## config.mk

```make
export PLATFORM = sky130hd
export DESIGN_NAME = lsu_mem_ctrl
export DESIGN_NICKNAME = d
export VERILOG_FILES = /design/src/rtl/lsu_pkg.sv /design/src/rtl/lsu_mem_ctrl_lane.sv /design/src/rtl/lsu_mem_ctrl.sv
export SDC_FILE = /design/constraint.sdc
export NUM_CORES = 1
export LEC_CHECK = 0
export CAP_MARGIN = 20
export CELL_PAD_IN_SITES_DETAIL_PLACEMENT = 1
export CELL_PAD_IN_SITES_GLOBAL_PLACEMENT = 2
export CORE_MARGIN = 3
export CORE_UTILIZATION = 29
export CTS_CLUSTER_SIZE = 12
export DETAILED_ROUTE_END_ITERATION = 16
export PLACE_DENSITY_LB_ADDON = 0.08
export SETUP_SLACK_MARGIN = 0.05
export SKIP_CTS_REPAIR_TIMING = 1
export SLEW_MARGIN = 10
export SYNTH_ARGS = -nofsm -noshare
export SYNTH_HDL_FRONTEND = slang
export SYNTH_SLANG_ARGS = --single-unit
```

## constraint.sdc

```tcl
create_clock -name clk -period 6.3 [get_ports clk]
set_input_delay 1.575 -clock clk [delete_from_list [all_inputs] [get_ports clk]]
set_output_delay 1.575 -clock clk [all_outputs]
set_load 0.1 [all_outputs]
```

## src/rtl/lsu_pkg.sv

```systemverilog
// Shared types for the load/store sequencer: FSM states, RV32I funct3 codes
// and the access-size decode used by the controller and the lane datapath.
package lsu_pkg;

    typedef enum logic [2:0] {
        IDLE,
        LOAD,
        RMW_RD,
        WRITE,
        ERR,
        RESP
    } state_t;

    localparam logic [2:0] F3_B  = 3'b000;
    localparam logic [2:0] F3_H  = 3'b001;
    localparam logic [2:0] F3_W  = 3'b010;
    localparam logic [2:0] F3_BU = 3'b100;
    localparam logic [2:0] F3_HU = 3'b101;

    typedef enum logic [1:0] {
        SZ_B,
        SZ_H,
        SZ_W,
        SZ_BAD
    } size_t;

    // Unsigned variants exist only for loads, so a store with BU/HU is illegal.
    function automatic size_t f3_size(input logic [2:0] f3, input logic we);
        size_t sz;
        case (f3)
            F3_B:    sz = SZ_B;
            F3_H:    sz = SZ_H;
            F3_W:    sz = SZ_W;
            F3_BU:   sz = we ? SZ_BAD : SZ_B;
            F3_HU:   sz = we ? SZ_BAD : SZ_H;
            default: sz = SZ_BAD;
        endcase
        return sz;
    endfunction

endpackage

```

## src/rtl/lsu_mem_ctrl_lane.sv

```systemverilog
// Combinational lane datapath: load extract with sign/zero extension and
// sub-word store merge into a previously read word.
module lsu_lane
    import lsu_pkg::*;
(
    input  logic [31:0] rd_word,
    input  logic [31:0] old_word,
    input  logic [31:0] wdata,
    input  logic [1:0]  offs,
    input  size_t       size,
    input  logic        uns,
    output logic [31:0] load_data,
    output logic [31:0] store_data
);

    logic [7:0]  byte_v;
    logic [15:0] half_v;

    always_comb begin
        byte_v = rd_word[{offs, 3'b000} +: 8];
        half_v = offs[1] ? rd_word[31:16] : rd_word[15:0];

        load_data = rd_word;
        case (size)
            SZ_B:    load_data = {{24{~uns & byte_v[7]}}, byte_v};
            SZ_H:    load_data = {{16{~uns & half_v[15]}}, half_v};
            default: load_data = rd_word;
        endcase

        store_data = old_word;
        case (size)
            SZ_B: store_data[{offs, 3'b000} +: 8] = wdata[7:0];
            SZ_H: begin
                if (offs[1]) store_data[31:16] = wdata[15:0];
                else         store_data[15:0]  = wdata[15:0];
            end
            SZ_W:    store_data = wdata;
            default: store_data = old_word;
        endcase
    end

endmodule

```

## src/rtl/lsu_mem_ctrl.sv

```systemverilog
// Load/store sequencer between the execute stage and a word-addressed,
// single-port data memory (combinational read, synchronous write).
//
//   state  | meaning
//   IDLE   | ready for a request, memory bus parked at zero
//   LOAD   | read addressed word, extend selected lane into response
//   RMW_RD | read word to be merged by a sub-word store
//   WRITE  | single-cycle memory write of the full or merged word
//   ERR    | rejected access, no memory activity
//   RESP   | one-cycle response pulse
module lsu_mem_ctrl
    import lsu_pkg::*;
#(
    parameter int MEM_WORDS = 101
) (
    input  logic        clk,
    input  logic        rst,
    input  logic        req_valid,
    output logic        req_ready,
    input  logic        req_we,
    input  logic [31:0] req_addr,
    input  logic [31:0] req_wdata,
    input  logic [2:0]  req_funct3,
    output logic        resp_valid,
    output logic [31:0] resp_rdata,
    output logic        resp_err,
    output logic [31:0] mem_A,
    output logic [31:0] mem_WD,
    output logic        mem_WE,
    input  logic [31:0] mem_RD
);

    state_t      state, state_d;
    logic [31:0] addr_q, wdata_q, merge_q, rdata_q;
    logic [2:0]  f3_q;
    logic        we_q, err_q, mem_we_q;

    size_t       req_size, size_q;
    logic        accept, req_err;
    logic [31:0] load_data, store_data;

    assign req_size = f3_size(req_funct3, req_we);
    assign size_q   = f3_size(f3_q, we_q);
    assign accept   = req_valid & req_ready;

    assign req_err = (req_size == SZ_BAD)
                   | ((req_size == SZ_H) & req_addr[0])
                   | ((req_size == SZ_W) & (|req_addr[1:0]))
                   | (req_addr[31:2] >= 30'(MEM_WORDS));

    always_comb begin
        state_d = state;
        case (state)
            IDLE: begin
                if (accept) begin
                    if (req_err)              state_d = ERR;
                    else if (!req_we)         state_d = LOAD;
                    else if (req_size == SZ_W) state_d = WRITE;
                    else                      state_d = RMW_RD;
                end
            end
            LOAD:    state_d = RESP;
            RMW_RD:  state_d = WRITE;
            WRITE:   state_d = RESP;
            ERR:     state_d = RESP;
            RESP:    state_d = IDLE;
            default: state_d = IDLE;
        endcase
    end

    always_ff @(posedge clk or posedge rst) begin
        if (rst) begin
            state    <= IDLE;
            addr_q   <= '0;
            wdata_q  <= '0;
            f3_q     <= '0;
            we_q     <= 1'b0;
            merge_q  <= '0;
            rdata_q  <= '0;
            err_q    <= 1'b0;
            mem_we_q <= 1'b0;
        end else begin
            state    <= state_d;
            mem_we_q <= (state_d == WRITE);
            if (accept) begin
                addr_q  <= req_addr;
                wdata_q <= req_wdata;
                f3_q    <= req_funct3;
                we_q    <= req_we;
            end
            if (state == RMW_RD) merge_q <= mem_RD;
            // Response fields change only when a response is launched, so they hold in between.
            if (state_d == RESP) begin
                rdata_q <= (state == LOAD) ? load_data : '0;
                err_q   <= (state == ERR);
            end
        end
    end

    lsu_lane u_lane (
        .rd_word    (mem_RD),
        .old_word   (merge_q),
        .wdata      (wdata_q),
        .offs       (addr_q[1:0]),
        .size       (size_q),
        .uns        (f3_q[2]),
        .load_data  (load_data),
        .store_data (store_data)
    );

    assign req_ready  = (state == IDLE);
    assign resp_valid = (state == RESP);
    assign resp_rdata = rdata_q;
    assign resp_err   = err_q & resp_valid;
    assign mem_WE     = mem_we_q;
    assign mem_A      = (state == LOAD || state == RMW_RD || state == WRITE)
                        ? {addr_q[31:2], 2'b00} : '0;
    assign mem_WD     = (state == WRITE) ? store_data : '0;

endmodule
```

==> summary by stage <==
Setup path
The flop-to-flop setup slack is 3.77 ns. STA classifies the critical path startpoint as a register. The endpoint type of the worst setup path is a primary output. STA puts the critical path data arrival time at slightly below 4 ns.

STA puts the critical path data required time at ~4.7 ns. Along the worst path, the maximum fanout reaches 16. The setup path with the least slack is of type reg -> out.

Clocking
The later-pin clock latency in the skew report is around 0.42 ns. The H-tree was split into 4 levels. The number of buffers created by CTS is 17.

The number of clock sinks seen by CTS is 137. The master cell of the clock root buffer is clkbuf_16. The clock tree from TritonCTS is built. After clock tree synthesis, the clock-pin slew on the worst setup and hold paths is roughly 0.060 ns. The clock passes through at most 2 buffers.

STA
The worst path meets setup with 0.8441 ns of slack. The final-layout setup total negative slack is 0 ns. The final-report setup violation count is 0.

The final critical delay including setup and external delays is approximately 5.5 ns. The clock skew is approximately 0.011 ns. The total count of max-transition violations in the final report was 0. The share of the clock period used by the worst path after layout is 86.60%. Setup repair after global routing left no endpoint under its margin. Derived from the worst setup path, the maximum achievable clock frequency is approximately 180 MHz. The final-report hold violation count was 0.

The slew at the pin closest to its max-slew limit is 1.059 ns. The max-slew headroom at the worst pin is between 20 and 30%.

Logic synthesis
The synthesized-area fraction occupied by ao, oa, aoi and oai cells is between 10% and 20%. The main combinational cell family by area after synthesis is compound AO/OA/AOI/OAI gates. Synthesis handed over a netlist of around 670 instances. The flop and latch count out of synthesis is 137.

The number of warnings issued by yosys is 0. Multiplexer cells account for around 14% of the synthesized area. The cell area after synthesis is 6967 µm². The most used flip-flop cell after synthesis is dfrtp_1. Yosys attributes the largest share of cell area to dfrtp_1, mux2_2, nand2_1. The fraction of the mapped netlist area in simple logic gates is 12.93%. The arithmetic-cell share of the synthesized area counting full adders, half adders and majority gates is 0.8980%. The average instance in the mapped netlist occupies about 10 µm². The fraction of the yosys area taken by sequential cells is 49.21%. The top cell type by area accounts for about half of the synthesized area.

The parity-gate share of the synthesized area counting xor and xnor cells is 0%. The cell taking the most area after synthesis is dfrtp_1. The netlist uses between 50 and 60 different library cells.

Counting flops with an async set or reset pin after synthesis yields a share of 100.0%. The synthesized design contains 0 enable-type register cells.

Global route
The number of global-route vias before repair is 6378. Entering global routing, the biggest net connects 103 pins. The first global-routing pass estimated approximately 39 mm of wire.

Global routing used about 19% of the available tracks across all layers. Global routing finished with a remaining overflow of 0. The number of antenna violations at the first check in global routing is 0.

Final layout
With fillers left out, the area of the finished cells amounts to 9821 µm². The share of layout cells above drive strength 1 is between 15 and 20%. The number of nets in the layout is roughly 960. The area growth from synthesis to layout is 40.97%. In the layout the commonest cells are clkdlybuf4s50_1, dfrtp_1, nand2_1. The utilization after layout is between 40% and 50%. The library cell used most frequently in the layout, excluding fill and tap cells, is clkdlybuf4s50_1. The layout has approximately 2.6k filler cells. The diode insertion count for antenna repair is 0.

Floorplanning
The initialized floorplan defines 56 standard-cell rows. The floorplan step defined a die boundary enclosing around 26000 µm². Pin placement for this block handled between 200 and 250 I/O pins. The starting utilization of the core area is between 20% and 30%. The core area is 23540 µm². Measured along the y axis, the die boundary spans ~160 µm. The overall die width is 161.0 µm.

Hold path
The class of the most critical hold timing path is reg -> reg.

Drt
In the routed layout, each cell is associated on average with a via count of 5.013. The number of nets with antenna violations after detailed routing is 0. The via total after detailed routing is slightly below 6k. The number of DRC markers in iteration 0 is between 300 and 400. Dividing the detail-routed wire length by the instance count gives 20.95 µm. The final routed wirelength across all metal layers is 24.77 mm. The first-pass detailed-route iteration total is 9. After detailed routing, the number of remaining DRC violations is 0.

Placement
The placer's final routability congestion estimate is between 0.8 and 0.9. The number of port buffers is 200. The minimum setup slack after placement is ~1.3 ns. The placement-stage cell area is just over 9000 µm². The estimated wirelength of the detail-placed design is approximately 18 mm.

Job
The total of max-cap violations is 0.

Power and ir drop
The power per unit of standard cell area is 552.7 nW/µm². VDD sags by at most roughly 0.00024 V. In this run the static leakage power is around 4.2 nW. The design draws approximately 5.4 mW.

Run status
The run finished with clean final reports.
==> worst max-delay path, cell delays in order (launching register included) <==
cell             delay (ns)
dfrtp_1                0.80
inv_1                  0.35
ha_1                   0.43
and4b_1                0.40
a222oi_1               0.15
nor2_1                 0.12
clkdlybuf4s50_1        1.20
==> synthesized netlist by cell type, drive strengths merged, types with 5 or more instances <==
| cell | count |
|---|---|
| a21o | 10 |
| a21oi | 33 |
| a222oi | 23 |
| a22oi | 15 |
| and2 | 33 |
| buf | 27 |
| clkbuf | 19 |
| dfrtp | 137 |
| ha | 5 |
| inv | 36 |
| mux2 | 74 |
| mux2i | 8 |
| nand2 | 80 |
| nor2 | 37 |
| nor4 | 6 |
| o211ai | 7 |
| o21ai | 57 |
| o221a | 7 |
| o22ai | 15 |
==> routing by layer <==
layer	share of wire [%]	vias to the layer above	global-route usage [%]
li1	-	2756	-
met1	48	2990	27.54
met2	45	168	29.83
met3	5.6	11	5.591
met4	0.71	0	3.050
met5	0	-	0
==> flip-flops by register name, indices dropped and copies added, names as in the netlist <==
register,flops
state,3
err_q,1
resp_rdata,32
addr_q,32
we_q,1
merge_q,32
mem_WE,1
f3_q,3
wdata_q,32
==> worst paths after layout <==
check / start / end / cells after the start
max in group asynchronous: rst / merge_q[21] / 3
min in group asynchronous: rst / resp_rdata[13] / 2
min: resp_rdata[13] / resp_rdata[13] / 1
max reg2reg: addr_q[1] / resp_rdata[31] / 5
min reg2reg: resp_rdata[13] / resp_rdata[13] / 1
max: addr_q[1] / mem_WD[14] / 6
==> area by class of cell <==
class / count / area (µm²) / area share [%]
Clock buffer: 21 / 470.5 / 4.790
Clock inverter: 11 / 167.7 / 1.707
Inverter: 36 / 140.1 / 1.427
Multi-Input combinational cell: 449 / 3191 / 32.49
Sequential cell: 137 / 3428 / 34.91
Tap cell: 319 / 399.1 / 4.064
Timing Repair Buffer: 209 / 2024 / 20.61
==> logic make-up (layout without fill, tap and decap cells) <==
group	Yosys count	after routing
simple gates	182	182
compound gates	177	177
flops	137	137
mux	83	83
buf+inv	82	277
fa+ha+maj	5	5
other cells	1	2
==> through the flow <==
| stage | std cells | hold WS [ns] |
|---|---|---|
| 2_1_floorplan | 668 | 0.4721 |
| 3_3_place_gp | 1149 | 0.4615 |
| 3_5_place_dp | 1149 | 0.4741 |
| 4_1_cts | 1181 | 0.4883 |
| 5_1_grt | 1182 | 0.5092 |
| 6_report | 1182 | 0.4790 |
==> power breakdown <==
group	switching (mW)	internal, mW	leakage (nW)
clock network	0.397	0.694	0.309
registers	0.278	1.18	1.66
logic	1.97	0.911	2.19
total	2.64	2.79	4.17
No activity file was read; power rests on OpenSTA's default activity.
